**src/rtl/instr_fetch_unit.sv**
```systemverilog
// Fetches 16-bit instructions as two byte reads (low byte, then high byte)
// from a 256x8 memory and offers them to decode over a valid/ready handshake.
module instr_fetch_unit #(
  parameter logic [7:0] RESET_PC = 8'h00
) (
  input  logic        clk,
  input  logic        rst_n,
  input  logic        enable,
  input  logic        pc_load,
  input  logic [7:0]  pc_load_val,
  output logic [7:0]  mem_addr,
  output logic        mem_cs,
  output logic        mem_wr,
  input  logic [7:0]  mem_rdata,
  output logic [15:0] instr,
  output logic        instr_valid,
  input  logic        instr_ready,
  output logic [7:0]  pc,
  output logic        busy
);

  typedef enum logic [1:0] {
    IDLE     = 2'd0,
    FETCH_LO = 2'd1,
    FETCH_HI = 2'd2,
    HOLD     = 2'd3
  } state_t;

  state_t      state;
  state_t      state_nxt;
  logic [7:0]  pc_nxt;
  logic [15:0] instr_nxt;
  logic        valid_nxt;

  always_ff @(posedge clk or negedge rst_n) begin
    if (!rst_n) begin
      state       <= IDLE;
      pc          <= RESET_PC;
      instr       <= 16'h0000;
      instr_valid <= 1'b0;
    end else begin
      state       <= state_nxt;
      pc          <= pc_nxt;
      instr       <= instr_nxt;
      instr_valid <= valid_nxt;
    end
  end

  always_comb begin
    state_nxt = state;
    pc_nxt    = pc;
    instr_nxt = instr;
    valid_nxt = instr_valid;
    case (state)
      IDLE: begin
        if (enable) state_nxt = FETCH_LO;
      end
      FETCH_LO: begin
        instr_nxt[7:0] = mem_rdata;
        pc_nxt         = pc + 8'd1;
        state_nxt      = FETCH_HI;
      end
      FETCH_HI: begin
        instr_nxt[15:8] = mem_rdata;
        pc_nxt          = pc + 8'd1;
        valid_nxt       = 1'b1;
        state_nxt       = HOLD;
      end
      HOLD: begin
        if (instr_valid && instr_ready) begin
          valid_nxt = 1'b0;
          state_nxt = enable ? FETCH_LO : IDLE;
        end
      end
      default: state_nxt = IDLE;
    endcase
    // Redirect wins over everything; a half-assembled instruction is dropped.
    if (pc_load) begin
      pc_nxt    = pc_load_val;
      instr_nxt = instr;
      valid_nxt = 1'b0;
      state_nxt = enable ? FETCH_LO : IDLE;
    end
  end

  assign busy     = (state == FETCH_LO) || (state == FETCH_HI);
  assign mem_cs   = ~busy;
  assign mem_wr   = 1'b0;
  assign mem_addr = pc;

endmodule

```
**config.mk**
```make
export PLATFORM = sky130hd
export DESIGN_NAME = instr_fetch_unit
export DESIGN_NICKNAME = d
export VERILOG_FILES = /design/src/rtl/instr_fetch_unit.sv
export SDC_FILE = /design/constraint.sdc
export NUM_CORES = 1
export LEC_CHECK = 0
export ABC_CLOCK_PERIOD_IN_PS = 1700
export CORE_ASPECT_RATIO = 0.8
export CORE_MARGIN = 2
export CORE_UTILIZATION = 38
export CTS_CLUSTER_DIAMETER = 100
export DETAILED_ROUTE_END_ITERATION = 8
export GPL_ROUTABILITY_DRIVEN = 0
export PLACE_DENSITY_LB_ADDON = 0.15
export SYNTH_ARGS = -nofsm -noshare
export SYNTH_HDL_FRONTEND = slang
export SYNTH_SLANG_ARGS = --single-unit
```
**constraint.sdc**
```tcl
create_clock -name clk -period 1.7 [get_ports clk]
set_input_delay 0.17 -clock clk [delete_from_list [all_inputs] [get_ports clk]]
set_output_delay 0.17 -clock clk [all_outputs]
set_load 0.01 [all_outputs]
```
### After elaboration in Yosys (flattened, before gate mapping)

Index checks and enable logic that the tools add are counted.

| operators by class | value |
|---|---|
| add/subtract/negate cells | 1 |
| $mul | 0 |
| divide/modulo/power cells | 0 |
| magnitude comparators | 0 |
| equal/unequal tests | 5 |
| shifts and indexed selects | 0 |
| multiplexer cells | 10 |
| bitwise operators | 2 |
| reductions and logical operators | 10 |

Operators with widths:

| cell | count |
|---|---|
| $mux 8 | 2 |
| $add 8x1->8 const B | 1 |
| $pmux 2 s4 | 1 |
| $reduce_and 2->1 | 4 |
| $mux 2 | 3 |
| $ne 3x3->1 const B | 2 |
| $eq 2x2->1 const B | 2 |
| $mux 1 | 3 |
| $reduce_bool 3->1 | 1 |
| $eq 2x1->1 const B | 1 |
| $logic_not 2->1 | 1 |
| $not 1->1 | 2 |
| $pmux 1 s2 | 1 |
| $reduce_bool 2->1 | 1 |
| $reduce_or 2->1 | 1 |
| $logic_and 1x1->1 | 1 |
| $logic_or 1x1->1 | 1 |

| storage, ports and cells | value |
|---|---|
| flip-flop bits (word level) | 27 |
| bits in latches | 0 |
| memory bits (writable) | 0 |
| bits in read-only memories | 0 |
| bits of input ports | 21 |
| word-level logic and storage cells | 33 |
| memories kept | 0 |

### Logic depth before layout (Yosys ltp)

Gate-level depths: netlist of run 1.

| logic depth | value |
|---|---|
| depth in word-level cells | 4 |
| depth in mapped cells | 6 |
| mapped depth without buffers | 5 |

### Worst setup path before layout of run 1

No wires, ideal clock.

| timing path | value |
|---|---|
| kind | flip-flop to flip-flop |
| start | reg state[0] |
| end | reg pc[5], in the netlist mem_addr[5] |
| arrival time | 1.640 ns |
| data required time | 1.631 ns |
| setup slack | -0.009 ns |
| stages on the path, launching flop included | 7 |
| cells stage by stage | dfrtp_1 inv_1 ha_1 buf_6 nand4_4 or4_1 nand3_1 |

| on the way | value |
|---|---|
| longest elaborated chain between the ends | 3 |
| elaborated cells between the ends (all ways) | 4 |
| classes of those cells | 2 x eq/ne; 2 x reduce/logical |

Ends and longest elaborated chain:

| what | RTL line | RTL |
|---|---|---|
| start, declared | 29 | `state_t state;` |
| start signal, assigned | 42 | `state <= state_nxt;` |
| $eq 2x1->1 / $eq 2x2->1 (equally long branches) | 54 | `case (state)` |
| $reduce_or 2->1 (no line) * | -- |  |
| $reduce_bool 2->1 (no line) * | -- |  |
| end signal, assigned | 43 | `pc <= pc_nxt;` |
| end, declared | 18 | `output logic [7:0] pc,` |

Mark *: on every way between the ends. The rest lies on a longest branch, timed or not.
A chain may end at the register's enable or synchronous reset.

### Worst setup path after layout of run 1

| timing path | value |
|---|---|
| start | reg state[1] |
| end | reg pc[7], in the netlist mem_addr[7] |

The elaborated chain is that of the path after synthesis.

==> impl_metrics.env, run 1 <==
export IMPL_status="finished clean"
export IMPL_ir_worst_vdd_mv=1.08
export IMPL_met3_usage_pct=4.70
export IMPL_tns_ps=0
export IMPL_drv_slew=0
export IMPL_fin_crit_sh_pct=92.7
export IMPL_grt_overflow_total=0
export IMPL_wire_per_inst_um=12.8
export IMPL_crit_chain="inv_2 > ha_4 > nand4_4 > or4_1 > nand3_1"
export IMPL_drc_errors=0
export IMPL_cts_root_buf="clkbuf_8"
export IMPL_die_area_sq_um=4130
export IMPL_io_buffers=55
export IMPL_final_common_cell="clkdlybuf4s50_1"
export IMPL_firstDrtPassIters=4
export IMPL_synth_top_area_share_pct=49.0
export IMPL_clk_path_buf_depth=2
export IMPL_worst_path_max_fanout=9
export IMPL_post_place_ws_ps=31.3
export IMPL_critPathMaxStageDelay_ps=490
export IMPL_die_x_um=71.4
export IMPL_worstPathRequired_ps=1910
export IMPL_dp_hpwl_um=2220
export IMPL_synth_area_leaders="dfrtp_1 (49%), mux2_2 (13%), ha_1 (5.4%)"
export IMPL_crit_type="reg2reg"
export IMPL_ys_warn_count=0
export IMPL_vias=1055
export IMPL_maxCapViolations=0
export IMPL_fin_crit_ps=1580
export IMPL_antenna_left=0
export IMPL_final_hold_viol_count=0
export IMPL_r2r_slack_ps=120
export IMPL_track_usage_pct=14.5
export IMPL_grt_max_degree=28
export IMPL_synth_edff_count=0
export IMPL_grt_pass1_vias=995
export IMPL_cts_buffers=3
export IMPL_synth_area_sq_um=1380
export IMPL_initial_core_util_pct=40.0
export IMPL_cts_tree="built"
export IMPL_coreArea_sq_um=3450
export IMPL_syn_area_per_cell_sq_um=11.4
export IMPL_finalSetupViolCount=0
export IMPL_power_per_cell_area_nw_per_um2=1530
export IMPL_crit_arrival_ps=1790
export IMPL_synthDistinctLibCells=26
export IMPL_final_layout_size_suffix_gt1_share_pct=19.0
export IMPL_final_cell_mix="clkdlybuf4s50_1 (53), dfrtp_1 (27), mux2_2 (16)"
export IMPL_die_h_um=57.9
export IMPL_synth_top_area_cell="dfrtp_1"
export IMPL_clk_latency_ps=270
export IMPL_cp_slowest_cell="or4_1"
export IMPL_rows=19
export IMPL_grtUsageMet1_pct=20.3
export IMPL_start_kind="flop"
export IMPL_design_portCount=57
export IMPL_rsz0062_at_grt="no"
export IMPL_ys_ff_latch=27
export IMPL_h_tree_depth=1
export IMPL_fmaxAchievable_mhz=635
export IMPL_whs_ps=258
export IMPL_antenna_found_initial=0
export IMPL_synth_cells=121
export IMPL_min_path_type="in2async"
export IMPL_ctsHoldBuffers=0
export IMPL_drt_initial_drc_count=60
export IMPL_ys_dominant_reg_cell="dfrtp_1"
export IMPL_clk_pin_slew_worst_paths_ps=90
export IMPL_area_growth_pct=45.5
export IMPL_endpoint_kind="flop"
export IMPL_nets=202
export IMPL_synthArstFlopShare_pct=100
export IMPL_synth_nets=148
export IMPL_setup_slack_ps=124
export IMPL_finClkSkew_ps=6.00
export IMPL_grt_pass1_wl_um=4670
export IMPL_ys_seq_area_share_pct=49.0
export IMPL_viasPerCell=4.88
export IMPL_gr_usage_met2_pct=22.6
export IMPL_clock_sinks=27
export IMPL_grt_busiest_layer="met2"
export IMPL_fillers=306
export IMPL_power_mw=3.08
export IMPL_routed_wl_um=2770
export IMPL_p_leak_nw=0.844
export IMPL_diodes=0
==> through the flow <==
| stage | area [sq um] | utilization (%) | instances |
|---|---|---|---|
| 6_report | 2010 | 58.3 | 216 |
| 5_1_grt | 2010 | 58.3 | 216 |
| 4_1_cts | 2010 | 58.3 | 216 |
| 3_5_place_dp | 1960 | 56.8 | 211 |
| 3_3_place_gp | 1960 | 56.8 | 211 |
| 2_1_floorplan | 1390 | - | 121 |
==> flip-flops by register name, indices dropped and copies added, names as in the netlist <==
| register | cells |
|---|---|
| instr | 16 |
| instr_valid | 1 |
| mem_addr | 8 |
| state | 2 |
==> cell families (layout without fill, tap and decap cells) <==
kind of cell / Yosys count / in the layout / synth area share (%)
AND/OR/NAND/NOR: 30 / 30 / 12.6
flip-flops: 27 / 27 / 49.0
AO/OA/AOI/OAI: 18 / 18 / 7.80
buffers and inverters: 18 / 71 / 8.61
multiplexers: 17 / 17 / 13.8
adder cells (fa/ha/maj): 6 / 6 / 5.44
XOR/XNOR: 4 / 4 / 2.54
other: 1 / 1 / 0.272
==> cells in the mapped netlist (all sizes together), types with 3 or more instances <==
cell	n
nor2b	5
or4	3
nand2b	3
nand4	3
a21oi	4
ha	6
xor2	3
inv	4
buf	13
o21ai	9
dfrtp	27
nand2	10
nand3	6
mux2	16
==> what timing repair did <==
item                                    in CTS  in global routing
resized for setup                            4                  0
endpoints found under the setup margin       2                  0
buffers inserted                             1                  0
==> final timing paths <==
check	endpoint	cells after the start	startpoint
setup / recovery	mem_addr[7]$_DFFE_PN0P_	5	state[1]$_DFFE_PN0P_
hold / removal	mem_addr[3]$_DFFE_PN0P_	2	rst_n
setup reg to reg	mem_addr[7]$_DFFE_PN0P_	5	state[1]$_DFFE_PN0P_
hold reg to reg	instr[6]$_DFFE_PN0P_	1	instr[6]$_DFFE_PN0P_
max in group asynchronous	instr[0]$_DFFE_PN0P_	2	rst_n
min in group clk	mem_addr[5]$_DFFE_PN0P_	3	pc_load_val[5]
==> layout make-up <==
type | instances | area, sq um | share of cell area [%]
clock inverters | 1 | 5.00 | 0.249
repair buffers | 63 | 621 | 30.9
inverters | 4 | 15.0 | 0.748
well taps | 42 | 52.6 | 2.62
flip-flops and latches | 27 | 676 | 33.6
multi-input cells | 76 | 598 | 29.8
clock buffers | 3 | 41.3 | 2.06
==> report_power, final <==
group,switching [mW],total (mW),internal (mW)
registers,0.204,1.11,0.908
logic,0.632,1.61,0.980
clock network,0.189,0.353,0.164
==> routing by layer <==
metal,vias up,part of all wire [%]
li1,511,-
met1,511,49
met2,31,45
met3,2,6.0
met4,0,0.65
met5,-,0
==> critical path, delay by kind of cell (launching register included) <==
family	cells	cell delay (ps)
simple gates	3	730
fa+ha+maj	1	340
buf+inv	1	70
flops	1	380
Note: power is estimated with default switching activity, not from simulation.
==> run 2, diff against run 1 <==
- ABC_CLOCK_PERIOD_IN_PS: 1700 -> 2029
- CORE_ASPECT_RATIO: 0.8 -> 1.75
- CORE_UTILIZATION: 38 -> 46
- clock period: 1.7 -> 2.03 ns (I/O delays scaled with it)
==> impl_metrics.env, run 2 (synthesis results as in run 1) <==
export IMPL_status="finished clean"
export IMPL_drc_errors=0
export IMPL_initial_core_util_pct=47.7
export IMPL_nets=198
export IMPL_dp_hpwl_um=2320
export IMPL_rows=26
export IMPL_grt_pass1_vias=1114
export IMPL_worstPathRequired_ps=1830
export IMPL_clk_path_buf_depth=2
export IMPL_final_common_cell="clkdlybuf4s50_1"
export IMPL_fin_crit_sh_pct=94.6
export IMPL_ctsHoldBuffers=0
export IMPL_routed_wl_um=2900
export IMPL_seqPwrFrac_pct=36.2
export IMPL_start_kind="flop"
export IMPL_final_layout_size_suffix_gt1_share_pct=15.9
export IMPL_h_tree_depth=1
export IMPL_area_growth_pct=41.3
export IMPL_maxCapViolations=0
export IMPL_comb_power_share_pct=52.2
export IMPL_regMostFlops="instr"
export IMPL_place_inst=193
export IMPL_clock_sinks=27
export IMPL_final_hold_viol_count=0
export IMPL_ir_worst_vdd_mv=0.793
export IMPL_crit_type="reg2out"
export IMPL_grt_max_degree=28
export IMPL_io_buffers=55
export IMPL_cts_root_buf="clkbuf_8"
export IMPL_worst_path_max_fanout=9
export IMPL_switching_share_pct=33.2
export IMPL_clk_latency_ps=270
export IMPL_internal_power_mw=1.72
export IMPL_grt_pass1_wl_um=4840
export IMPL_clk_pin_slew_worst_paths_ps=90
export IMPL_die_area_sq_um=3470
export IMPL_p_leak_nw=0.817
export IMPL_tns_ps=0
export IMPL_die_h_um=76.5
export IMPL_firstDrtPassIters=4
export IMPL_endpoint_kind="output pin"
export IMPL_vias=1055
export IMPL_viasPerCell=5.33
export IMPL_wire_per_inst_um=14.7
export IMPL_diodes=0
export IMPL_finalSetupViolCount=0
export IMPL_crit_arrival_ps=1720
export IMPL_die_x_um=45.4
export IMPL_largest_register_ffs=16
export IMPL_setup_slack_ps=109
export IMPL_finClkSkew_ps=1.65
export IMPL_min_path_type="in2async"
export IMPL_cts_buffers=3
export IMPL_rsz0062_at_grt="no"
export IMPL_grt_overflow_total=0
export IMPL_fmaxAchievable_mhz=521
export IMPL_antenna_left=0
export IMPL_layout_cells_non_filler=198
export IMPL_antenna_found_initial=0
export IMPL_drt_initial_drc_count=18
export IMPL_clkPwrFrac_pct=11.7
export IMPL_coreArea_sq_um=2900
export IMPL_fin_crit_ps=1920
export IMPL_p_sw_mw=0.856
export IMPL_post_place_ws_ps=168
export IMPL_track_usage_pct=18.4
export IMPL_design_portCount=57
export IMPL_cts_tree="built"
export IMPL_power_per_cell_area_nw_per_um2=1320
export IMPL_drv_slew=0
export IMPL_final_cell_mix="clkdlybuf4s50_1 (55), dfrtp_1 (27), mux2_2 (16)"
==> run 2: worst max-delay path: stages, from the launching register on <==
cell,delay (ps)
dfrtp_1,420
inv_1,120
ha_4,350
clkdlybuf4s50_1,550
==> run 2: final cells by class <==
class	instances	area (sq um)
Sequential cell	27	676
Timing Repair Buffer	59	581
Multi-Input combinational cell	76	598
Fill cell	227	945
Tap cell	28	35.0
Clock inverter	1	5.00
Inverter	4	15.0
Clock buffer	3	41.3
==> run 2: per-stage QoR <==
stage | total power [mW] | utilization (%) | cell area, sq um | hold WS [ps]
global route | 2.75 | 67.4 | 1950 | 331
floorplan | 1.61 | - | 1380 | -92.6
detailed placement | 2.26 | 65.1 | 1880 | 492
CTS | 2.60 | 67.1 | 1940 | 313
finish | 2.57 | 67.4 | 1950 | 299
global placement | 2.20 | 65.1 | 1880 | 486
==> run 2: repair_timing <==
| action | in CTS | in global routing |
|---|---|---|
| endpoints found under the setup margin | 2 | 1 |
| setup buffers | 0 | 1 |
| gates resized for setup | 2 | 0 |
==> run 2: routing by layer <==
metal	wire, um	track usage (%)	share of wire (%)
met1	1030	18.1	35
met5	0	0	0
met4	51	7.94	1.8
met3	141	3.08	4.9
met2	1680	34.1	58
==> run 2: power by group through the flow <==
stage	combinational, mW	sequential, mW	clock (mW)
after floorplan	0.582	1.03	0
after global placement	1.26	0.937	0
after detailed placement	1.30	0.956	0
after CTS	1.34	0.944	0.311
after global routing	1.46	0.960	0.332
final	1.34	0.931	0.300
==> run 2: worst paths after layout <==
path                                  startpoint                 endpoint  slack [ps]  depth (start not counted)
min in group clk                  pc_load_val[2]  mem_addr[2]$_DFFE_PN0P_         480                          3
max in group asynchronous                  rst_n    instr[12]$_DFFE_PN0P_        1480                          2
setup reg to reg            state[1]$_DFFE_PN0P_  mem_addr[5]$_DFFE_PN0P_         350                          5
setup / recovery            state[1]$_DFFE_PN0P_                     busy         110                          3
hold reg to reg            instr[14]$_DFFE_PN0P_    instr[14]$_DFFE_PN0P_         510                          1
hold / removal                             rst_n     instr[0]$_DFFE_PN0P_         300                          2
